==> config.mk <==
export PLATFORM = sky130hd
export DESIGN_NAME = stopwatch_ctrl
export DESIGN_NICKNAME = d
export VERILOG_FILES = /design/src/rtl/stopwatch_pkg.sv /design/src/rtl/stopwatch_bcd_digit.sv /design/src/rtl/stopwatch_ctrl.sv
export SDC_FILE = /design/constraint.sdc
export NUM_CORES = 1
export LEC_CHECK = 0
export ABC_AREA = 1
export CAP_MARGIN = 30
export CORE_UTILIZATION = 55
export DETAILED_ROUTE_END_ITERATION = 7
export DONT_BUFFER_PORTS = 1
export PLACE_DENSITY = 0.7
export RECOVER_POWER = 50
export SLEW_MARGIN = 20
export SYNTH_ARGS = -nofsm -noshare
export SYNTH_HDL_FRONTEND = slang
export SYNTH_SLANG_ARGS = --single-unit
==> constraint.sdc <==
create_clock -name clk -period 2.2 [get_ports clk]
set_input_delay 0.66 -clock clk [delete_from_list [all_inputs] [get_ports clk]]
set_output_delay 0.66 -clock clk [all_outputs]
set_load 0.1 [all_outputs]
==> src/rtl/stopwatch_pkg.sv <==
// Shared definitions for the stopwatch controller: state encoding and BCD digit limits.
package stopwatch_pkg;

    localparam logic [1:0] ST_IDLE  = 2'd0;
    localparam logic [1:0] ST_RUN   = 2'd1;
    localparam logic [1:0] ST_LAP   = 2'd2;
    localparam logic [1:0] ST_PAUSE = 2'd3;

    typedef enum logic [1:0] {
        S_IDLE  = ST_IDLE,
        S_RUN   = ST_RUN,
        S_LAP   = ST_LAP,
        S_PAUSE = ST_PAUSE
    } state_t;

    localparam logic [3:0] DIGIT_MAX_ONES = 4'd9;
    localparam logic [3:0] DIGIT_MAX_TENS = 4'd5;
    localparam int         NUM_DIGITS     = 4;

endpackage

==> src/rtl/stopwatch_bcd_digit.sv <==
// One BCD digit of the mm:ss time: wraps at MAX and emits a same-cycle carry to the next digit.
module bcd_digit
    import stopwatch_pkg::*;
#(
    parameter logic [3:0] MAX = DIGIT_MAX_ONES
) (
    input  logic       clk,
    input  logic       reset,
    input  logic       inc,
    input  logic       clr,
    output logic [3:0] q,
    output logic       carry
);

    logic [3:0] r_q;

    // >= rather than == so a corrupted value can never sit outside 0..MAX.
    always_ff @(posedge clk or posedge reset) begin
        if (reset) begin
            r_q <= 4'd0;
        end else if (clr) begin
            r_q <= 4'd0;
        end else if (inc) begin
            r_q <= (r_q >= MAX) ? 4'd0 : r_q + 4'd1;
        end
    end

    assign q     = r_q;
    assign carry = inc && !clr && (r_q >= MAX);

endmodule

==> src/rtl/stopwatch_ctrl.sv <==
// Start/stop/lap stopwatch controller: drives the prescaler and accumulates its ticks as BCD mm:ss.
module stopwatch_ctrl
    import stopwatch_pkg::*;
#(
    parameter logic [31:0] PRESET = 32'd0
) (
    input  logic        clk,
    input  logic        reset,
    input  logic        start_stop,
    input  logic        lap,
    input  logic        clear,
    input  logic        tc,
    output logic        cnt_enable,
    output logic        cnt_load,
    output logic [31:0] cnt_din,
    output logic [15:0] disp,
    output logic        running,
    output logic        paused,
    output logic        wrap
);

    state_t      r_state;
    logic [15:0] r_lap;
    logic        r_load_req;
    logic        r_cnt_load;
    logic        r_cnt_enable;
    logic        r_wrap;

    logic                  w_running;
    logic                  w_tick;
    logic                  w_clr;
    logic [NUM_DIGITS:0]   w_chain;
    logic [15:0]           w_time;

    assign w_running  = (r_state == S_RUN) || (r_state == S_LAP);
    // A tc in the same cycle as a pause request still counts: gating uses the current state.
    assign w_tick     = tc && w_running;
    assign w_clr      = clear && (r_state == S_PAUSE);
    assign w_chain[0] = w_tick;

    genvar gi;
    generate
        for (gi = 0; gi < NUM_DIGITS; gi++) begin : g_digit
            bcd_digit #(
                .MAX((gi % 2 == 0) ? DIGIT_MAX_ONES : DIGIT_MAX_TENS)
            ) u_digit (
                .clk   (clk),
                .reset (reset),
                .inc   (w_chain[gi]),
                .clr   (w_clr),
                .q     (w_time[gi*4 +: 4]),
                .carry (w_chain[gi+1])
            );
        end
    endgenerate

    always_ff @(posedge clk or posedge reset) begin
        if (reset) begin
            r_state      <= S_IDLE;
            r_lap        <= 16'h0000;
            r_load_req   <= 1'b0;
            r_cnt_load   <= 1'b0;
            r_cnt_enable <= 1'b0;
            r_wrap       <= 1'b0;
        end else begin
            // Prescaler controls lag the state by one edge.
            r_cnt_enable <= w_running;
            r_cnt_load   <= r_load_req;
            r_load_req   <= 1'b0;
            r_wrap       <= w_chain[NUM_DIGITS];
            case (r_state)
                S_IDLE: begin
                    if (start_stop) begin
                        r_state    <= S_RUN;
                        r_load_req <= 1'b1;
                    end
                end
                S_RUN: begin
                    if (start_stop) begin
                        r_state <= S_PAUSE;
                    end else if (lap) begin
                        r_lap   <= w_time;
                        r_state <= S_LAP;
                    end
                end
                S_LAP: begin
                    if (start_stop) begin
                        r_state <= S_PAUSE;
                    end else if (lap) begin
                        r_state <= S_RUN;
                    end
                end
                S_PAUSE: begin
                    if (clear) begin
                        r_state    <= S_IDLE;
                        r_load_req <= 1'b1;
                    end else if (start_stop) begin
                        r_state <= S_RUN;
                    end
                end
                default: r_state <= S_IDLE;
            endcase
        end
    end

    assign cnt_enable = r_cnt_enable;
    assign cnt_load   = r_cnt_load;
    assign cnt_din    = PRESET;
    assign wrap       = r_wrap;
    assign running    = w_running;
    assign paused     = (r_state == S_PAUSE);
    assign disp       = (r_state == S_LAP) ? r_lap : w_time;

endmodule

==> flow_metrics.env <==
export IMPL_totalWireLength_mm=5.06
export IMPL_antenna_found_initial=0
export IMPL_finalCritPeriodShare_pct=103
export IMPL_synth_adder_area_share_pct=8.95
export IMPL_syn_inst=283
export IMPL_cp_slowest_cell="dfrtp_1"
export IMPL_reg2reg_from="r_state[0]$_DFFE_PP0P_"
export IMPL_fin_skew_ns=0.00512
export IMPL_setup_viol=14
export IMPL_maxCapViolations=0
export IMPL_htreeDepth=2
export IMPL_cts_tree="yes"
export IMPL_worst_setup_path_start_kind="flop"
export IMPL_synthesis_area_um2=2380
export IMPL_grt_pass1_vias=1797
export IMPL_hold_class="reg2reg"
export IMPL_fp_row_count=23
export IMPL_syn_to_final_growth_pct=32.3
export IMPL_numClockSinks=38
export IMPL_async_flop_share_pct=100
export IMPL_dr_pass1_iters=4
export IMPL_critPathRequiredTime_ns=1.54
export IMPL_drt_drc_violations_left=0
export IMPL_power_density_nw_per_um2=1400
export IMPL_critPathTopFamily="buffers and inverters"
export IMPL_fin_ws_ns=-0.0654
export IMPL_critical_path_arrival_ns=1.61
export IMPL_yosysUniqueCellTypes=31
export IMPL_dieWidth_um=67.7
export IMPL_synth_top_family_by_area="simple AND/OR/NAND/NOR gates"
export IMPL_synth_compound_area_share_pct=11.6
export IMPL_dieArea_um2=4590
export IMPL_postPlaceCellArea_um2=2890
export IMPL_die_h_um=67.7
export IMPL_final_common_cell="nand2_1"
export IMPL_cp_max_fo=7
export IMPL_postCtsHoldBufs=0
export IMPL_max_clock_path_buffers=2
export IMPL_yosys_most_used_dff="dfrtp_1"
export IMPL_nets=342
export IMPL_cts_root_buf="clkbuf_8"
export IMPL_fill_cells=276
export IMPL_io_pins=59
export IMPL_finalCriticalPeriod_ns=2.27
export IMPL_irDropWorstVdd_mv=1.59
export IMPL_vias_per_cell=5.21
export IMPL_diodes=0
export IMPL_critPathMaxStageDelay_ns=0.42
export IMPL_grt_pass1_wl_mm=7.82
export IMPL_maxSlewHeadroom_pct=34.6
export IMPL_worstSetupStartpoint="r_state[1]$_DFFE_PP0P_"
export IMPL_synth_area_leader_cell="dfrtp_1"
export IMPL_dp_slack_ns=0.126
export IMPL_synth_top_area_share_pct=40.0
export IMPL_synth_seq_cells=38
export IMPL_worstSkewPairLatency_ns=0.29
export IMPL_synthSimpleGateAreaFrac_pct=21.3
export IMPL_worst_path_buf_inv=3
export IMPL_synth_warnings=0
export IMPL_core_area_um2=4090
export IMPL_maxSlewViolCount=0
export IMPL_clkSlewWorstSetupHoldPaths_ns=0.07
export IMPL_vias=1924
export IMPL_hold_path_startpoint="r_load_req$_DFF_PP0_"
export IMPL_synth_seq_area_share_pct=40.0
export IMPL_overflow=0
export IMPL_final_area_um2=3140
export IMPL_drt_initial_drc_count=103
export IMPL_status="finished with violations"
export IMPL_critPathCaptureType="output port"
export IMPL_crit_type="reg2out"
export IMPL_synth_edf_count=0
export IMPL_routedWlPerCell_um=13.7
export IMPL_max_freq_mhz=441
export IMPL_io_buffers=0
export IMPL_worstMarginPinSlew_ns=0.981
export IMPL_initial_core_util_pct=58.2
export IMPL_cts_made_buffers=5
export IMPL_r2r_slack_ns=0.20
export IMPL_synthMuxAreaShare_pct=0
export IMPL_final_hold_violation_count=0
export IMPL_synth_xor_xnor_area_share_pct=2.21
export IMPL_synth_area_per_cell_um2=8.40
export IMPL_grt_setup_unrepaired="yes"
export IMPL_grtUsageTotal_pct=23.0
export IMPL_fin_tns_setup_ns=-0.650
export IMPL_grt_start_max_net_pins=39
export IMPL_layout_common_cells="53 x nand2_1, 38 x dfrtp_1, 32 x conb_1"
export IMPL_drive_above_1_share_pct=25.1
export IMPL_path_cells="ha_4 -> clkbuf_16 -> buf_4 -> o21ai_4 -> buf_12"
export IMPL_p_leak_uw=0.00150
export IMPL_gp_congestion=0.835
export IMPL_ant_nets=0
export IMPL_dp_hpwl_mm=3.29
export IMPL_violations="negative setup slack"
export IMPL_synth_area_leaders="dfrtp_1 40%, buf_4 10%, ha_1 8.9%"
path summary, 6_finish.rpt:
check,end,cells past startpoint
setup / recovery,disp[14],5
hold / removal,cnt_load$_DFF_PP0_,0
setup reg to reg,g_digit[3].u_digit.q[0]$_DFFE_PP0P_,10
hold reg to reg,cnt_load$_DFF_PP0_,0
max in group asynchronous,g_digit[1].u_digit.q[3]$_DFFE_PP0P_,2
min in group asynchronous,g_digit[0].u_digit.q[2]$_DFFE_PP0P_,2
worst register-to-register path, cell delays in order, from the launching register on:
cell and delay (ns):
dfrtp_1 0.39, buf_4 0.13, buf_4 0.14, ha_1 0.21, nand2_1 0.27, inv_1 0.17, nor2_4 0.17, nand3_4 0.13
nor2_8 0.16, nand3_1 0.10, nand2_1 0.08
cell type report:
class / instances / area [um2] / area share (%)
well taps: 50 / 62.6 / 1.99
inverters: 26 / 97.6 / 3.10
multi-input cells: 210 / 1370 / 43.5
repair buffers: 38 / 587 / 18.7
clock buffers: 5 / 68.8 / 2.19
flip-flops and latches: 38 / 951 / 30.2
clock inverters: 2 / 10.0 / 0.318
layer usage:
metal	part of all wire (%)	routed length (um)	GRT usage (%)	vias up
met2	47	2390	38.1	82
met3	5.5	279	4.56	9
met5	0	0	0	-
met4	1.8	92	9.57	0
met1	45	2290	29.0	907
li1	-	-	-	926
synth_stat cells, types with 2 or more instances:
| master | instances |
|---|---|
| nand4_1 | 3 |
| o22ai_1 | 2 |
| buf_2 | 3 |
| dfrtp_1 | 38 |
| nand3_2 | 2 |
| ha_1 | 17 |
| nand3b_1 | 2 |
| clkbuf_1 | 4 |
| nor2_4 | 2 |
| xnor2_1 | 3 |
| nor2_1 | 12 |
| buf_4 | 33 |
| nand2_2 | 3 |
| a21oi_1 | 2 |
| nand2_1 | 55 |
| nand3_1 | 22 |
| o21ai_0 | 40 |
| inv_1 | 25 |
| xor2_1 | 3 |
registers in the layout, summed over array words and instances (netlist names):
| name | cells |
|---|---|
| cnt_enable | 1 |
| cnt_load | 1 |
| g_digit.u_digit.q | 16 |
| r_lap | 16 |
| r_load_req | 1 |
| r_state | 2 |
| wrap | 1 |
repair_timing:
item / CTS / global route
setup endpoints to repair: 16 / 17
pin swaps: 0 / 5
cloned: 1 / 1
resized for setup: 2 / 7
setup buffers: 6 / 4
kinds of logic after synthesis:
logic type | after synthesis
fa+ha+maj | 17
simple gates | 105
flops | 38
compound gates | 50
xor+xnor | 6
other cells | 1
buf+inv | 66
per-stage QoR:
step | hold WS [ns] | std cells | power (uW) | utilization, %
finish | 0.361 | 369 | 4410 | 76.9
global route | 0.363 | 369 | 4630 | 76.9
CTS | 0.361 | 364 | 4300 | 74.9
detailed placement | 0.344 | 350 | 3720 | 70.8
global placement | 0.341 | 350 | 3660 | 70.8
floorplan | 0.331 | 314 | 3080 | -
report_power, final:
group          switching (uW)  internal, uW
Combinational            1950           964
Sequential                153           888
Clock                     244           213
(Power assumes the default switching activity.)
